### src/rtl/aes_key_expand.sv
// AES-128 key expansion: captures a cipher key on start, then derives the
// ten following round keys one per clock into an 11-entry register file.
// Any stored key is read combinationally by round index.
`timescale 1ns/1ps
module aes_key_expand (
  input  logic         clk,
  input  logic         rst_n,
  input  logic         start,
  input  logic [127:0] key,
  input  logic [3:0]   round_sel,
  output logic [127:0] round_key,
  output logic         busy,
  output logic         keys_valid,
  output logic         done
);

  localparam logic [7:0] SBOX [0:255] = '{
    8'h63, 8'h7c, 8'h77, 8'h7b, 8'hf2, 8'h6b, 8'h6f, 8'hc5, 8'h30, 8'h01, 8'h67, 8'h2b, 8'hfe, 8'hd7, 8'hab, 8'h76,
    8'hca, 8'h82, 8'hc9, 8'h7d, 8'hfa, 8'h59, 8'h47, 8'hf0, 8'had, 8'hd4, 8'ha2, 8'haf, 8'h9c, 8'ha4, 8'h72, 8'hc0,
    8'hb7, 8'hfd, 8'h93, 8'h26, 8'h36, 8'h3f, 8'hf7, 8'hcc, 8'h34, 8'ha5, 8'he5, 8'hf1, 8'h71, 8'hd8, 8'h31, 8'h15,
    8'h04, 8'hc7, 8'h23, 8'hc3, 8'h18, 8'h96, 8'h05, 8'h9a, 8'h07, 8'h12, 8'h80, 8'he2, 8'heb, 8'h27, 8'hb2, 8'h75,
    8'h09, 8'h83, 8'h2c, 8'h1a, 8'h1b, 8'h6e, 8'h5a, 8'ha0, 8'h52, 8'h3b, 8'hd6, 8'hb3, 8'h29, 8'he3, 8'h2f, 8'h84,
    8'h53, 8'hd1, 8'h00, 8'hed, 8'h20, 8'hfc, 8'hb1, 8'h5b, 8'h6a, 8'hcb, 8'hbe, 8'h39, 8'h4a, 8'h4c, 8'h58, 8'hcf,
    8'hd0, 8'hef, 8'haa, 8'hfb, 8'h43, 8'h4d, 8'h33, 8'h85, 8'h45, 8'hf9, 8'h02, 8'h7f, 8'h50, 8'h3c, 8'h9f, 8'ha8,
    8'h51, 8'ha3, 8'h40, 8'h8f, 8'h92, 8'h9d, 8'h38, 8'hf5, 8'hbc, 8'hb6, 8'hda, 8'h21, 8'h10, 8'hff, 8'hf3, 8'hd2,
    8'hcd, 8'h0c, 8'h13, 8'hec, 8'h5f, 8'h97, 8'h44, 8'h17, 8'hc4, 8'ha7, 8'h7e, 8'h3d, 8'h64, 8'h5d, 8'h19, 8'h73,
    8'h60, 8'h81, 8'h4f, 8'hdc, 8'h22, 8'h2a, 8'h90, 8'h88, 8'h46, 8'hee, 8'hb8, 8'h14, 8'hde, 8'h5e, 8'h0b, 8'hdb,
    8'he0, 8'h32, 8'h3a, 8'h0a, 8'h49, 8'h06, 8'h24, 8'h5c, 8'hc2, 8'hd3, 8'hac, 8'h62, 8'h91, 8'h95, 8'he4, 8'h79,
    8'he7, 8'hc8, 8'h37, 8'h6d, 8'h8d, 8'hd5, 8'h4e, 8'ha9, 8'h6c, 8'h56, 8'hf4, 8'hea, 8'h65, 8'h7a, 8'hae, 8'h08,
    8'hba, 8'h78, 8'h25, 8'h2e, 8'h1c, 8'ha6, 8'hb4, 8'hc6, 8'he8, 8'hdd, 8'h74, 8'h1f, 8'h4b, 8'hbd, 8'h8b, 8'h8a,
    8'h70, 8'h3e, 8'hb5, 8'h66, 8'h48, 8'h03, 8'hf6, 8'h0e, 8'h61, 8'h35, 8'h57, 8'hb9, 8'h86, 8'hc1, 8'h1d, 8'h9e,
    8'he1, 8'hf8, 8'h98, 8'h11, 8'h69, 8'hd9, 8'h8e, 8'h94, 8'h9b, 8'h1e, 8'h87, 8'he9, 8'hce, 8'h55, 8'h28, 8'hdf,
    8'h8c, 8'ha1, 8'h89, 8'h0d, 8'hbf, 8'he6, 8'h42, 8'h68, 8'h41, 8'h99, 8'h2d, 8'h0f, 8'hb0, 8'h54, 8'hbb, 8'h16
  };

  typedef enum logic {IDLE, EXPAND} state_t;

  state_t         state_reg, state_next;
  logic [3:0]     cnt_reg;
  logic [7:0]     rcon_reg;
  logic           keys_valid_reg;
  logic           done_reg;
  logic [127:0]   rk [0:10];

  logic           start_accept;
  logic           expanding;
  logic           last_step;
  logic [3:0]     prev_idx;
  logic [127:0]   prev_key;
  logic [31:0]    rot_word;
  logic [31:0]    sub_word;
  logic [31:0]    t_word;
  logic [31:0]    n_w0, n_w1, n_w2, n_w3;
  logic [127:0]   next_key;

  // State register; reset forces IDLE immediately.
  always_ff @(posedge clk or negedge rst_n) begin
    if (!rst_n) state_reg <= IDLE;
    else        state_reg <= state_next;
  end

  // Next state: start only matters in IDLE, EXPAND ends once rk[10] is written.
  always_comb begin
    state_next = state_reg;
    case (state_reg)
      IDLE:    if (start) state_next = EXPAND;
      EXPAND:  if (cnt_reg == 4'd10) state_next = IDLE;
      default: state_next = IDLE;
    endcase
  end

  // FSM-derived controls.
  always_comb begin
    busy         = (state_reg == EXPAND);
    start_accept = (state_reg == IDLE) && start;
    expanding    = (state_reg == EXPAND);
    last_step    = (state_reg == EXPAND) && (cnt_reg == 4'd10);
  end

  // Previous round key; cnt is 1..10 while expanding, other values are unused.
  always_comb begin
    prev_idx = cnt_reg - 4'd1;
    prev_key = (prev_idx <= 4'd10) ? rk[prev_idx] : '0;
  end

  assign rot_word = {prev_key[23:0], prev_key[31:24]};

  // Four parallel S-box lookups form SubWord within one cycle.
  generate
    for (genvar gi = 0; gi < 4; gi++) begin : g_sub
      assign sub_word[8*gi +: 8] = SBOX[rot_word[8*gi +: 8]];
    end
  endgenerate

  assign t_word   = sub_word ^ {rcon_reg, 24'h0};
  assign n_w0     = prev_key[127:96] ^ t_word;
  assign n_w1     = prev_key[95:64]  ^ n_w0;
  assign n_w2     = prev_key[63:32]  ^ n_w1;
  assign n_w3     = prev_key[31:0]   ^ n_w2;
  assign next_key = {n_w0, n_w1, n_w2, n_w3};

  // Register file, round counter, Rcon and completion flags.
  always_ff @(posedge clk or negedge rst_n) begin
    if (!rst_n) begin
      for (int i = 0; i < 11; i++) rk[i] <= '0;
      cnt_reg        <= 4'd0;
      rcon_reg       <= 8'h01;
      keys_valid_reg <= 1'b0;
      done_reg       <= 1'b0;
    end else begin
      done_reg <= last_step;
      if (start_accept) begin
        rk[0]          <= key;
        rcon_reg       <= 8'h01;
        cnt_reg        <= 4'd1;
        keys_valid_reg <= 1'b0;
      end else if (expanding) begin
        rk[cnt_reg] <= next_key;
        rcon_reg    <= {rcon_reg[6:0], 1'b0} ^ (rcon_reg[7] ? 8'h1b : 8'h00);
        if (last_step) keys_valid_reg <= 1'b1;
        else           cnt_reg        <= cnt_reg + 4'd1;
      end
    end
  end

  // Zero-latency read port; indices beyond the last round read as zero.
  always_comb begin
    round_key = (round_sel <= 4'd10) ? rk[round_sel] : '0;
  end

  assign keys_valid = keys_valid_reg;
  assign done       = done_reg;

endmodule

### config.mk
export PLATFORM = sky130hd
export DESIGN_NAME = aes_key_expand
export DESIGN_NICKNAME = d
export VERILOG_FILES = /design/src/rtl/aes_key_expand.sv
export SDC_FILE = /design/constraint.sdc
export NUM_CORES = 2
export LEC_CHECK = 0
export CAP_MARGIN = 5
export CELL_PAD_IN_SITES_DETAIL_PLACEMENT = 1
export CELL_PAD_IN_SITES_GLOBAL_PLACEMENT = 1
export CORE_AREA = 10 10 618 620
export CTS_CLUSTER_SIZE = 10
export DETAILED_ROUTE_END_ITERATION = 6
export DIE_AREA = 0 0 628 630
export PLACE_DENSITY = 0.49
export RECOVER_POWER = 100
export REMOVE_ABC_BUFFERS = 1
export SYNTH_ARGS = -nofsm -noshare
export SYNTH_HDL_FRONTEND = slang
export SYNTH_SLANG_ARGS = --single-unit
### constraint.sdc
create_clock -name clk -period 11.3 [get_ports clk]
set_input_delay 2.26 -clock clk [delete_from_list [all_inputs] [get_ports clk]]
set_output_delay 2.26 -clock clk [all_outputs]
set_load 0.02 [all_outputs]
Word level (Yosys, flattened, before mapping)
Memories as Yosys holds them, arrays and structs flattened.
Cells that the tools add are included.
{"block": "word_totals", "reg_bits": 1423, "romBits": 8192, "input_bits": 135, "wordCells": 90, "memories": 4}
{"memory": "(no name shown)", "words": 256, "word_bits": 8, "rd": 1, "rd_clocked_by_memory_dff": 0, "wr": 0, "line_no": "91", "source": "assign sub_word[8*gi +: 8] = SBOX[rot_word[8*gi +: 8]];"}
{"memory": "(no name shown)", "words": 256, "word_bits": 8, "rd": 1, "rd_clocked_by_memory_dff": 0, "wr": 0, "line_no": "91"}
{"memory": "(no name shown)", "words": 256, "word_bits": 8, "rd": 1, "rd_clocked_by_memory_dff": 0, "wr": 0, "line_no": "91"}
{"memory": "(no name shown)", "words": 256, "word_bits": 8, "rd": 1, "rd_clocked_by_memory_dff": 0, "wr": 0, "line_no": "91"}
{"block": "classes", "n_addsub": 2, "magnitude_cmp": 10, "eq_ne": 2, "muxes": 33, "n_bitwise": 15, "reduce_logical": 8}
{"cell": "1408-bit bitwise mux", "count": 1}
{"cell": "1408-bit 2-to-1 mux", "count": 1}
{"cell": "128-bit binary-select mux with 4-bit select", "count": 2}
{"cell": "128-bit 2-to-1 mux", "count": 8}
{"cell": "128-bit demux with 4-bit select", "count": 1}
{"cell": "32-bit XOR", "count": 5}
{"cell": "8-bit 2-to-1 mux", "count": 10}
{"cell": "9-bit >= comparator (second input constant)", "count": 4}
{"cell": "8-bit inverter with 9-bit output", "count": 4}
{"cell": "5-bit >= comparator (second input constant)", "count": 3}
{"cell": "4-bit inverter with 5-bit output", "count": 3}
{"cell": "4-bit 2-to-1 mux", "count": 3}
{"cell": "4-bit less-or-equal comparator (second input constant)", "count": 2}
{"cell": "8-bit by 5-bit XOR with 8-bit output", "count": 1}
{"cell": "2-bit AND reduction", "count": 3}
{"cell": "5-bit by 1-bit < comparator with 1-bit output (second input constant)", "count": 1}
{"cell": "1-bit 2-to-1 mux", "count": 5}
{"cell": "5-bit 2-to-1 mux", "count": 1}
{"cell": "4-bit by 1-bit adder with 4-bit output (second input constant)", "count": 1}
{"cell": "4-bit equality test (second input constant)", "count": 1}
{"cell": "2-bit nonzero test", "count": 2}
{"cell": "4-bit by 1-bit subtractor with 4-bit output (second input constant)", "count": 1}
{"cell": "1-bit logical AND", "count": 3}
{"cell": "2-bit inequality test (second input constant)", "count": 1}
{"cell": "2 further kinds", "count": 3}

Longest topological paths before layout
{"block": "logic_depth", "word_depth": 18, "depth_mapped": 39}

Worst setup path after synthesis
OpenSTA, ideal clock, no wires.
{"block": "synth_path", "kind": "register -> register", "startpoint": "reg cnt_reg[0]", "endpoint": "reg rk[1050] (netlist name)", "setup_time_ns": 0.133, "t_arrival_ns": 8.087, "setup_slack_ns": 3.080, "path_stages_with_launch": 40, "synth_period_minus_slack_ns": 8.220, "path_cell_list": "dfrtp_1 -> buf_4 -> clkinv_1 -> buf_2 -> buf_1 -> buf_2 -> buf_2 -> buf_1 -> buf_2 -> buf_1 -> ha_1 -> buf_6 -> buf_6 -> buf_6 -> nor2_1 -> o22a_1 -> buf_4 -> buf_2 -> (+4 left out) -> buf_1 -> nor2_1 -> inv_1 -> ha_1 -> clkbuf_1 -> inv_1 -> nand3_1 -> o22ai_1 -> nor2_1 -> a21oi_1 -> a221oi_1 -> o32ai_1 -> or4_1 -> nand3_1 -> xnor2_1 -> xnor2_1 -> clkbuf_1 -> o21ai_0"}
{"block": "synth_via", "elab_chain_cells": 16}
{"element": "start, declared", "line_no": "39", "source": "logic [3:0] cnt_reg;"}
{"element": "start signal, assigned", "line_no": "121", "source": "else cnt_reg <= cnt_reg + 4'd1;"}
{"element": "4-bit by 1-bit subtractor with 4-bit output", "line_no": "82", "source": "prev_idx = cnt_reg - 4'd1;"}
{"element": "4-bit inverter with 5-bit output (not written as such)", "line_no": "83", "source": "prev_key = (prev_idx <= 4'd10) ? rk[prev_idx] : '0;"}
{"element": "128-bit binary-select mux with 4-bit select", "line_no": "83"}
{"element": "128-bit 2-to-1 mux (not written as such) (2 in a row)", "line_no": "83"}
{"element": "128-bit 2-to-1 mux", "line_no": "83"}
{"element": "8-bit inverter with 9-bit output (not written as such)", "line_no": "91"}
{"element": "memory read 256 x 8 bit"}
{"element": "8-bit 2-to-1 mux (not written as such) (2 in a row)", "line_no": "91"}
{"element": "32-bit XOR", "line_no": "95", "source": "assign t_word = sub_word ^ {rcon_reg, 24'h0};"}
{"element": "32-bit XOR", "line_no": "96", "source": "assign n_w0 = prev_key[127:96] ^ t_word;"}
{"element": "32-bit XOR", "line_no": "97", "source": "assign n_w1 = prev_key[95:64] ^ n_w0;"}
{"element": "32-bit XOR", "line_no": "98", "source": "assign n_w2 = prev_key[63:32] ^ n_w1;"}
{"element": "32-bit XOR", "line_no": "99", "source": "assign n_w3 = prev_key[31:0] ^ n_w2;"}
{"element": "1408-bit bitwise mux *", "line_no": "118", "source": "rk[cnt_reg] <= next_key;"}
{"element": "end signal, assigned by index", "line_no": "118"}
{"element": "end, declared", "line_no": "43", "source": "logic [127:0] rk [0:10];"}
Every way passes the cells marked *; elsewhere a longest branch is shown, timed or not. The select of a mux whose other input is x is not followed.
A chain may end at the register's enable or synchronous reset.

Worst setup path in the final report
{"block": "layout_path", "startpoint": "in round_sel[3]", "endpoint": "out round_key[102]"}
{"block": "layout_via", "elab_chain_cells": 5}
{"element": "start, declared", "line_no": "10", "source": "input logic [3:0] round_sel,"}
{"element": "4-bit inverter with 5-bit output (not written as such)", "line_no": "128", "source": "round_key = (round_sel <= 4'd10) ? rk[round_sel] : '0;"}
{"element": "128-bit binary-select mux with 4-bit select", "line_no": "128"}
{"element": "128-bit 2-to-1 mux (not written as such) (2 in a row)", "line_no": "128"}
{"element": "128-bit 2-to-1 mux *", "line_no": "128"}
{"element": "end, declared", "line_no": "11", "source": "output logic [127:0] round_key,"}
Marks and branches as above.

==> flow_results.xml <==
<?xml version="1.0" encoding="UTF-8"?>
<metrics>
  <group name="timing">
    <metric name="finalSetupViolations" unit="">0</metric>
    <metric name="max_freq" unit="MHz">95.16</metric>
    <metric name="final.min_clock_period" unit="ns">10.51</metric>
    <metric name="finalHoldViolCount" unit="">0</metric>
    <metric name="worst_case_clock_skew" unit="ns">0.09544</metric>
    <metric name="tightest_slew" unit="ns">7.234</metric>
    <metric name="final-max-slew-violation-count" unit="">802</metric>
    <metric name="layout_worst_path_cycle_share" unit="%">93.00</metric>
    <metric name="unrepaired_setup_endpoints_after_global_routing" unit="">false</metric>
    <metric name="headroom_to_the_max_slew_limit" unit="%">-382.3</metric>
    <metric name="final.setup.tns" unit="ns">0</metric>
  </group>
  <group name="clocking">
    <metric name="cts.sinks" unit="">1423</metric>
    <metric name="cts-buffers-inserted" unit="">185</metric>
    <metric name="post_cts_resized" unit="">0</metric>
    <metric name="clock-root-buffer" unit="">sky130_fd_sc_hd__clkbuf_16</metric>
    <metric name="clk_pin_slew" unit="ns">0.06</metric>
    <metric name="clk_latency" unit="ns">0.92</metric>
    <metric name="cts.hold.buffers_added" unit="">0</metric>
    <metric name="post_cts_setup_inserts" unit="">0</metric>
    <metric name="clock_tree.buffer_depth" unit="">4</metric>
    <metric name="htreeDepth" unit="">4</metric>
    <metric name="tritoncts" unit="">built</metric>
  </group>
  <group name="final_layout">
    <metric name="drive_gt1_share" unit="%">12.03</metric>
    <metric name="area_growth_from_synthesis_to_final_layout" unit="%">13.30</metric>
    <metric name="nNetsFinal" unit="">9842</metric>
    <metric name="largest_register_ffs" unit="">1408</metric>
    <metric name="layout_common_cells" unit="">1,727 x sky130_fd_sc_hd__nand2_1, 1,627 x sky130_fd_sc_hd__o21ai_0, 1,420 x sky130_fd_sc_hd__dfrtp_1</metric>
    <metric name="final_common_cell" unit="">sky130_fd_sc_hd__nand2_1</metric>
    <metric name="fill_cells" unit="">42017</metric>
  </group>
  <group name="routing">
    <metric name="route.detailed.vias_per_inst" unit="">5.716</metric>
    <metric name="detailedRoute.firstIterationViolations" unit="">7428</metric>
    <metric name="detail_route.drc_violations" unit="">0</metric>
    <metric name="wl_per_cell" unit="um">32.12</metric>
    <metric name="dr_total_vias" unit="">84254</metric>
    <metric name="antenna_left" unit="">0</metric>
    <metric name="dr.pass1.iters" unit="">6</metric>
    <metric name="drt_wl_total" unit="um">473500</metric>
  </group>
  <group name="run_status">
    <metric name="run_status" unit="">complete, but fails checks</metric>
    <metric name="violated_checks" unit="">capacitance limit, slew limit</metric>
  </group>
  <group name="yosys">
    <metric name="syn_area" unit="um^2">91900</metric>
    <metric name="cell_count_after_synthesis" unit="">9976</metric>
    <metric name="synth.yosys.seq_area_share" unit="%">38.75</metric>
    <metric name="synth.top_cells.by_area" unit="">sky130_fd_sc_hd__dfrtp_1 39%, sky130_fd_sc_hd__mux4_2 12%, sky130_fd_sc_hd__o21ai_0 8.2%, sky130_fd_sc_hd__nand2_1 7.1%, sky130_fd_sc_hd__mux2i_1 6.0%</metric>
    <metric name="synth_xor_xnor_area_share" unit="%">2.185</metric>
    <metric name="synth_top_family_by_area" unit="">compound AO/OA/AOI/OAI gates</metric>
    <metric name="ys_warn_count" unit="">0</metric>
    <metric name="synth_cell_type_count" unit="">132</metric>
    <metric name="synthDominantCellAreaShare" unit="%">38.72</metric>
    <metric name="average_instance_area_after_synthesis" unit="um^2">9.212</metric>
    <metric name="number_of_synthesized_flops_with_an_enable_pin" unit="">0</metric>
    <metric name="netlist.top_cell.by_area" unit="">sky130_fd_sc_hd__dfrtp_1</metric>
    <metric name="synth-compound-area-share" unit="%">22.96</metric>
    <metric name="simple_gate_portion_of_the_synthesized_area" unit="%">12.01</metric>
    <metric name="synth_adder_area_share" unit="%">0.6399</metric>
    <metric name="ys_seq_elements" unit="">1423</metric>
    <metric name="yosys-mux-area-fraction" unit="%">17.88</metric>
    <metric name="yosys_most_used_dff" unit="">sky130_fd_sc_hd__dfrtp_1</metric>
    <metric name="share_of_async_settable_or_async_resettable_flops_after_synthesis" unit="%">100.0</metric>
  </group>
  <group name="floorplan">
    <metric name="die_x" unit="um">628</metric>
    <metric name="floorplan.core_area" unit="um^2">368600</metric>
    <metric name="die_area" unit="um^2">395600</metric>
    <metric name="num_io_pins" unit="">266</metric>
    <metric name="die-height" unit="um">630</metric>
    <metric name="site_row_count" unit="">223</metric>
    <metric name="start_util" unit="%">24.93</metric>
  </group>
  <group name="placed_design">
    <metric name="numPortBuffers" unit="">265</metric>
    <metric name="detailed_place_hpwl" unit="um">300400</metric>
    <metric name="gp_congestion" unit="">0.9495</metric>
  </group>
  <group name="critical_path">
    <metric name="critPathRequiredTime" unit="ns">9.04</metric>
    <metric name="setup.worst_path.start_class" unit="">input port</metric>
    <metric name="timing.critical_path.fanout_max" unit="">35</metric>
    <metric name="setup.worst_path.class" unit="">input port to output port</metric>
    <metric name="timing.critical_path.to_type" unit="">output port</metric>
    <metric name="critical_path_arrival" unit="ns">8.25</metric>
    <metric name="reg2reg_setup_slack" unit="ns">1.06</metric>
  </group>
  <group name="global_routing">
    <metric name="track_usage" unit="%">22.92</metric>
    <metric name="antenna_violations_before_repair" unit="">19</metric>
    <metric name="grt_max_degree" unit="">151</metric>
    <metric name="globalRouteOverflowTotal" unit="">0</metric>
    <metric name="grt_pass1_wl" unit="um">681500</metric>
    <metric name="first_global_vias" unit="">88400</metric>
  </group>
  <group name="hold_path">
    <metric name="hold_path.class" unit="">flip-flop to flip-flop</metric>
  </group>
  <group name="run">
    <metric name="maxCapViolations" unit="">19</metric>
  </group>
</metrics>
worst paths after layout:
check,start,to,depth (start not counted)
max reg2reg,cnt_reg[0],rk[18],21
max in group asynchronous,rst_n,rk[259],3
min,rk[1099],rk[1099],2
min in group asynchronous,rst_n,rk[1103],1
max,round_sel[3],round_key[102],5
min reg2reg,rk[1099],rk[1099],2
cells in the mapped netlist (22+ instances only):
library cell / instances
sky130_fd_sc_hd__nor4_1: 28
sky130_fd_sc_hd__a221oi_1: 50
sky130_fd_sc_hd__a211o_1: 28
sky130_fd_sc_hd__nand4_1: 35
sky130_fd_sc_hd__a31oi_1: 80
sky130_fd_sc_hd__or3_1: 23
sky130_fd_sc_hd__xnor2_1: 112
sky130_fd_sc_hd__o311ai_0: 22
sky130_fd_sc_hd__dfrtp_1: 1422
sky130_fd_sc_hd__buf_2: 224
sky130_fd_sc_hd__nor2_1: 496
sky130_fd_sc_hd__a22oi_1: 166
sky130_fd_sc_hd__a211oi_1: 90
sky130_fd_sc_hd__o31ai_1: 48
sky130_fd_sc_hd__o221ai_1: 47
sky130_fd_sc_hd__inv_1: 30
sky130_fd_sc_hd__buf_6: 46
sky130_fd_sc_hd__mux2i_1: 550
sky130_fd_sc_hd__nand3_1: 135
sky130_fd_sc_hd__ha_1: 47
sky130_fd_sc_hd__mux4_2: 474
sky130_fd_sc_hd__a21o_1: 28
sky130_fd_sc_hd__a21oi_1: 544
sky130_fd_sc_hd__o21ai_0: 1500
sky130_fd_sc_hd__buf_4: 65
sky130_fd_sc_hd__o211ai_1: 83
sky130_fd_sc_hd__o22ai_1: 230
sky130_fd_sc_hd__o2111ai_1: 27
sky130_fd_sc_hd__buf_1: 100
sky130_fd_sc_hd__nand2_1: 1728
sky130_fd_sc_hd__clkbuf_1: 653
sky130_fd_sc_hd__o21ai_1: 155
sky130_fd_sc_hd__a311oi_1: 36
sky130_fd_sc_hd__xor2_1: 56
sky130_fd_sc_hd__nor3_1: 117
metal layers:
| metal | GRT usage [%] | wire [um] | share of wire [%] |
|---|---|---|---|
| met1 | 30.57 | 205200 | 43 |
| met3 | 3.310 | 26370 | 5.6 |
| met5 | 0 | 31 | 0.0065 |
| met4 | 9.035 | 20980 | 4.4 |
| met2 | 37.44 | 220900 | 47 |
cell families after synthesis:
group,Yosys count
AO/OA/AOI/OAI,3450
AND/OR/NAND/NOR,2682
flip-flops,1423
buffers and inverters,1131
multiplexers,1046
XOR/XNOR,197
adder cells (fa/ha/maj),47
critical path, cell delays in order:
cell and delay [ns]:
sky130_fd_sc_hd__clkbuf_8 0.22, sky130_fd_sc_hd__nand3b_1 0.93, sky130_fd_sc_hd__clkbuf_1 2.61, sky130_fd_sc_hd__o22ai_1 1.02, sky130_fd_sc_hd__dlygate4sd3_1 0.92
per-stage QoR:
stage          hold slack [ns]  area (um^2)  util [%]  std cells  setup slack [ns]
6_report                0.5002       104100     28.25      14741            0.7910
5_1_grt                 0.5262       104100     28.25      14737            0.7338
4_1_cts                 0.4996       104500     28.36      14719             2.044
3_5_place_dp            0.4865        99030     26.87      14423             2.068
3_3_place_gp            0.4730        99030     26.87      14423             2.228
2_1_floorplan           0.4579        86910         -       8882            -26.47
final cells by class:
cell class | instances | area (um^2) | area share [%]
multi-input combinational | 7422 | 51350 | 49.32
sequential | 1423 | 35620 | 34.21
tap | 4950 | 6193 | 5.948
clock buffer | 279 | 5324 | 5.113
timing repair buffer | 591 | 5246 | 5.039
clock inverter | 17 | 188.9 | 0.1815
inverter | 37 | 148.9 | 0.1430
antenna | 22 | 55.05 | 0.05287
Power is not shown: default switching activity piles up to over one toggle a cycle in this logic, so the estimate is an artifact.
